<file path="src/rtl/inv_pipe_if.sv">
// inv_pipe_if: valid/ready bundle for inv_pipe. It carries the input beat (in_valid/in_ready/op/a/b)
// and the result beat (out_valid/out_ready/y).
// slave  = the inv_pipe block itself (consumes operands, produces results).
// master = the surrounding environment (offers operands, accepts results).
interface inv_pipe_if #(
    parameter int WIDTH = 4
);
    logic             in_valid;
    logic             in_ready;
    logic [2:0]       op;
    logic [WIDTH-1:0] a;
    logic [WIDTH-1:0] b;
    logic             out_valid;
    logic             out_ready;
    logic [WIDTH-1:0] y;

    modport master (
        output in_valid, op, a, b, out_ready,
        input  in_ready, out_valid, y
    );

    modport slave (
        input  in_valid, op, a, b, out_ready,
        output in_ready, out_valid, y
    );
endinterface

</file>
<file path="src/rtl/inv_pipe.sv">
// inv_pipe: selectable bitwise op (NOT/AND/OR/XOR, complements, pass) on WIDTH-bit operands.
// Latency 1 clock. A 2-entry skid buffer gives full throughput, and in_ready comes straight from a flop.
// Backpressure: in_ready drops the cycle after the skid entry fills. At most 2 results are held.
// Ports: clk, reset (sync, active-high), bus (inv_pipe_if.slave), clr (sync count clear),
//        count (completed output beats, modulo 2^CNT_W).
module inv_pipe #(
    parameter int WIDTH = 4,
    parameter int CNT_W = 8
) (
    input  logic             clk,
    input  logic             reset,
    inv_pipe_if.slave        bus,
    input  logic             clr,
    output logic [CNT_W-1:0] count
);
    // The state encoding is {out_valid, skid_valid}, so both flags come directly from state bits.
    typedef enum logic [1:0] {
        EMPTY = 2'b00,
        ONE   = 2'b10,
        FULL  = 2'b11
    } state_t;

    state_t           state;
    state_t           state_nxt;
    logic [WIDTH-1:0] main_y;
    logic [WIDTH-1:0] skid_y;
    logic [WIDTH-1:0] result;
    logic             in_ready;
    logic             out_valid;
    logic             accept;
    logic             out_fire;
    logic             load_main_new;
    logic             load_main_skid;
    logic             load_skid;

    assign in_ready  = ~state[0];
    assign out_valid = state[1];
    assign accept    = bus.in_valid & in_ready;
    assign out_fire  = out_valid & bus.out_ready;

    assign bus.in_ready  = in_ready;
    assign bus.out_valid = out_valid;
    assign bus.y         = main_y;

    // The result is computed at acceptance and only the result is stored. Operands are never kept.
    always_comb begin
        result = '0;
        case (bus.op)
            3'b000:  result = ~bus.a;
            3'b001:  result = bus.a & bus.b;
            3'b010:  result = bus.a | bus.b;
            3'b011:  result = bus.a ^ bus.b;
            3'b100:  result = ~(bus.a & bus.b);
            3'b101:  result = ~(bus.a | bus.b);
            3'b110:  result = ~(bus.a ^ bus.b);
            default: result = bus.a;
        endcase
    end

    always_ff @(posedge clk) begin
        if (reset) begin
            state <= EMPTY;
        end else begin
            state <= state_nxt;
        end
    end

    always_comb begin
        state_nxt      = state;
        load_main_new  = 1'b0;
        load_main_skid = 1'b0;
        load_skid      = 1'b0;
        case (state)
            EMPTY: begin
                if (accept) begin
                    state_nxt     = ONE;
                    load_main_new = 1'b1;
                end
            end
            ONE: begin
                if (out_fire && accept) begin
                    load_main_new = 1'b1;
                end else if (out_fire) begin
                    state_nxt = EMPTY;
                end else if (accept) begin
                    // Main is stalled, so the new result goes into the skid entry.
                    state_nxt = FULL;
                    load_skid = 1'b1;
                end
            end
            FULL: begin
                // in_ready is low here, so no accept can coincide with the drain.
                if (out_fire) begin
                    state_nxt      = ONE;
                    load_main_skid = 1'b1;
                end
            end
            default: state_nxt = EMPTY;
        endcase
    end

    always_ff @(posedge clk) begin
        if (reset) begin
            main_y <= '0;
            skid_y <= '0;
        end else begin
            if (load_main_new) begin
                main_y <= result;
            end else if (load_main_skid) begin
                main_y <= skid_y;
            end
            if (load_skid) begin
                skid_y <= result;
            end
        end
    end

    // clr takes priority over a same-cycle out_fire.
    always_ff @(posedge clk) begin
        if (reset || clr) begin
            count <= '0;
        end else if (out_fire) begin
            count <= count + CNT_W'(1);
        end
    end
endmodule
</file>
<file path="src/flat_wrapper.sv">
// flat-port wrapper written by rule: the top's interface ports become plain ports
module inv_pipe_flat 
#(
    parameter int WIDTH = 4,
    parameter int CNT_W = 8
)
  (clk, reset, clr, count, bus_in_valid, bus_op, bus_a, bus_b, bus_out_ready, bus_in_ready, bus_out_valid, bus_y);
  inv_pipe_if #(.WIDTH(WIDTH)) bus_i ();
  input  logic clk;
  input  logic reset;
  input  logic clr;
  output logic [CNT_W-1:0] count;
  input wire logic [$bits(bus_i.in_valid)-1:0] bus_in_valid;
  input wire logic [$bits(bus_i.op)-1:0] bus_op;
  input wire logic [$bits(bus_i.a)-1:0] bus_a;
  input wire logic [$bits(bus_i.b)-1:0] bus_b;
  input wire logic [$bits(bus_i.out_ready)-1:0] bus_out_ready;
  output wire logic [$bits(bus_i.in_ready)-1:0] bus_in_ready;
  output wire logic [$bits(bus_i.out_valid)-1:0] bus_out_valid;
  output wire logic [$bits(bus_i.y)-1:0] bus_y;
  assign bus_i.in_valid = bus_in_valid;
  assign bus_i.op = bus_op;
  assign bus_i.a = bus_a;
  assign bus_i.b = bus_b;
  assign bus_i.out_ready = bus_out_ready;
  assign bus_in_ready = bus_i.in_ready;
  assign bus_out_valid = bus_i.out_valid;
  assign bus_y = bus_i.y;
  inv_pipe #(.WIDTH(WIDTH), .CNT_W(CNT_W)) u_core (.clk(clk), .reset(reset), .bus(bus_i), .clr(clr), .count(count));
endmodule
</file>
<file path="config.mk">
export PLATFORM = sky130hd
export DESIGN_NAME = inv_pipe_flat
export DESIGN_NICKNAME = d
export VERILOG_FILES = /design/src/rtl/inv_pipe_if.sv /design/src/rtl/inv_pipe.sv /design/src/flat_wrapper.sv
export SDC_FILE = /design/constraint.sdc
export NUM_CORES = 1
export LEC_CHECK = 0
export ABC_AREA = 1
export CORE_MARGIN = 2
export CORE_UTILIZATION = 50
export DETAILED_ROUTE_END_ITERATION = 10
export GPL_TIMING_DRIVEN = 0
export MAX_ROUTING_LAYER = met4
export PLACE_DENSITY = 0.79
export SLEW_MARGIN = 40
export SYNTH_ARGS = -nofsm -noshare
export SYNTH_HDL_FRONTEND = slang
export SYNTH_SLANG_ARGS = --single-unit
</file>
<file path="constraint.sdc">
create_clock -name clk -period 3.9 [get_ports clk]
set_input_delay 0.585 -clock clk [delete_from_list [all_inputs] [get_ports clk]]
set_output_delay 0.585 -clock clk [all_outputs]
set_load 0.05 [all_outputs]
</file>
==> reports/metrics.yaml <==
status:
  status: "completed"
logic_synthesis:
  synth-async-reset-ratio_pct: 0
  yosysMostFrequentCell: "nand2_1"
  synth_edf_count: 0
  syn_area_per_cell_um2: 6.26
  synth_cell_type_count: 24
  netlist.area_leader.share_pct: 25.6
  yosys_register_bits: 18
  synth_warnings: 0
  ys_seq_area_share_pct: 25.6
  syn_inst: 225
  synth_ff_type: "dfxtp_1"
  yosys-top-cells-area: "dfxtp_1, nand2_1, ha_1, inv_1, nor2_1"
  syn_area_um2: 1410
  synth_largest_area_cell: "dfxtp_1"
  synth_common_cells: "nand2_1, inv_1, nor2_1"
  synth_nets: 254
global_route:
  grt_max_degree: 11
  grt_remaining_overflow: 0
  antenna_found_initial: 0
  grt_pass1_wl_um: 5050
  grt_use_total_pct: 19.5
  grt_pass1_vias: 1186
critical_path:
  setup.worst_path.start: "u_core.state[1]"
  path_buf_inv: 1
  worstPathCellList: "clkdlybuf4s50_1"
  cp-end-kind: "output port"
  reg2reg_slack_ns: 2.40
  cp-start-kind: "flop"
  required_ns: 3.31
  crit_arrival_ns: 1.59
  reg2reg_from: "u_core.state[1]"
  r2r_end: "u_core.skid_y[3]"
  crit_path_end: "bus_out_valid"
  path_class: "flop to output port"
  critical-path-max-stage-delay_ns: 0.84
  reg2regPathDepth: 6
  cp.depth: 1
  crit_family: "buffers and inverters"
  cpMaxStageDelayCell: "clkdlybuf4s50_1"
  cp_max_fo: 6
place:
  hpwl_um: 2250
  portBuffers: 28
  dpl_cell_area_um2: 1730
  place.gp.congestion: 0.920
sta:
  rsz0062_at_grt: "no"
  maxSlewHeadroom_pct: 67.1
  fmax_mhz: 461
  tns_ns: 0
  slew_viol_final: 0
  setup_viol: 0
  finalCritPeriodShare_pct: 55.6
  worst_pin_slew_ns: 0.493
  period_minus_slack_ns: 2.17
  hold_slack_ns: 0.489
  hold_violations: 0
  fin_skew_ns: 0.00128
clock_network:
  cts.sinks: 18
  path_clk_slew_ns: 0.10
  clk_latency_ns: 0.29
  clk_path_buf_depth: 2
  cts_tree: "built"
  postCtsSetupBuffers: 0
  htree_num_levels: 1
  numCtsBuffers: 3
  clock-root-buffer: "clkbuf_4"
  ctsResizeCount: 0
  cts_hold_buf: 0
final_layout:
  area_delta_synth_final_pct: 25.2
  drive_gt1_share_pct: 7.39
  design_area_um2: 1760
  nets: 287
  antennaDiodeCount: 0
die:
  dieWidth_um: 57.1
  die_area_um2: 3260
  initial_core_util_pct: 51.9
  core_um2: 2710
  placementRows: 19
  io_pins: 30
  die_h_um: 57.1
hold_path:
  worstHoldPathType: "flop to flop"
power:
  power.leakage_nw: 0.835
  ir_drop_uv: 402
  power.density_nw_per_um2: 437
  p_total_mw: 0.771
drt:
  drtPass1Iterations: 4
  drt_iter0_markers: 51
  wl_per_cell_um: 9.88
  detail_route.vias_per_cell: 5.02
  drcViolationCount: 0
  ant_nets: 0
  vias: 1446
  drt_wl_total_um: 2850
flow_run:
  cap_violations: 0
-- worst reg2reg max path, delay by kind of cell, from the launching register on --
family / cells / cell delay [ns]
AND/OR/NAND/NOR: 4 / 0.58
flip-flops: 1 / 0.45
adder cells (fa/ha/maj): 1 / 0.26
buffers and inverters: 1 / 0.12
-- state kept, by name, summed over array words and instances (netlist names) --
| name | cells |
|---|---|
| u_core.skid_y | 4 |
| u_core.state | 2 |
| u_core.count | 8 |
| u_core.bus.y | 4 |
-- placed cells by master (no fill, tap or decap) --
cell type        count
clkbuf_4             3
o21ai_0             19
nand3_1             15
inv_2                2
inv_1               39
nand4_1              7
clkbuf_8             1
clkdlybuf4s50_1     28
nor3_2               3
o21ai_1              1
buf_4                2
inv_4                1
buf_6                1
dfxtp_1             18
nand2_1             47
nand3_2              1
nor3_1               2
a21oi_1              8
ha_1                13
nor2_1              39
a21o_1               1
nand3b_1             1
nor2_2               1
nor2_4               1
nand2_4              1
nand2_2              1
a21oi_4              1
-- through the flow --
stage,util [%],instances,worst slack (ns)
5_1_grt,65.1,288,1.64
4_1_cts,65.1,288,1.72
3_5_place_dp,63.7,284,1.78
6_report,65.1,288,1.73
3_3_place_gp,63.7,284,1.77
2_1_floorplan,-,225,2.22
-- power breakdown --
| group | total, mW | leakage, nW | internal, mW | switching [mW] |
|---|---|---|---|---|
| Sequential | 0.247 | 0.147 | 0.221 | 0.0264 |
| Combinational | 0.409 | 0.668 | 0.145 | 0.264 |
| Clock | 0.116 | 0.0210 | 0.0569 | 0.0587 |
| Total | 0.771 | 0.835 | 0.422 | 0.349 |
-- layer usage --
metal  part of all wire, %  vias up  GRT usage, %
li1                      -      773             -
met1                    50      629          27.6
met2                    44       42          28.4
met3                   4.8        2          3.40
met4                  0.67        0          5.98
met5                     0        -             -
-- kinds of logic (layout without fill, tap and decap cells) --
kind of cell,Yosys count,after routing,share of synthesized area [%]
AND/OR/NAND/NOR,119,119,38.0
adder cells (fa/ha/maj),13,13,11.6
AO/OA/AOI/OAI,30,30,11.6
flip-flops,18,18,25.6
buffers and inverters,45,77,13.2
-- worst min-delay path by stage --
stage                                 from  slack, ns          endpoint  cells after the start
after floorplan           u_core.skid_y[3]       0.49  u_core.skid_y[3]                      2
after global placement     u_core.count[2]       0.46   u_core.count[2]                      2
after detailed placement   u_core.count[2]       0.47   u_core.count[2]                      2
after CTS                  u_core.count[2]       0.48   u_core.count[2]                      2
after global routing       u_core.count[2]       0.51   u_core.count[2]                      2
final                      u_core.count[2]       0.49   u_core.count[2]                      2
-- area by class of cell --
class	count	area (µm²)
multi-input cells	162	861
plain buffers	3	26.3
inverters	42	160
fillers	280	947
well taps	31	38.8
clock buffers	4	36.3
flip-flops and latches	18	360
repair buffers	28	280
(Power assumes the default switching activity.)
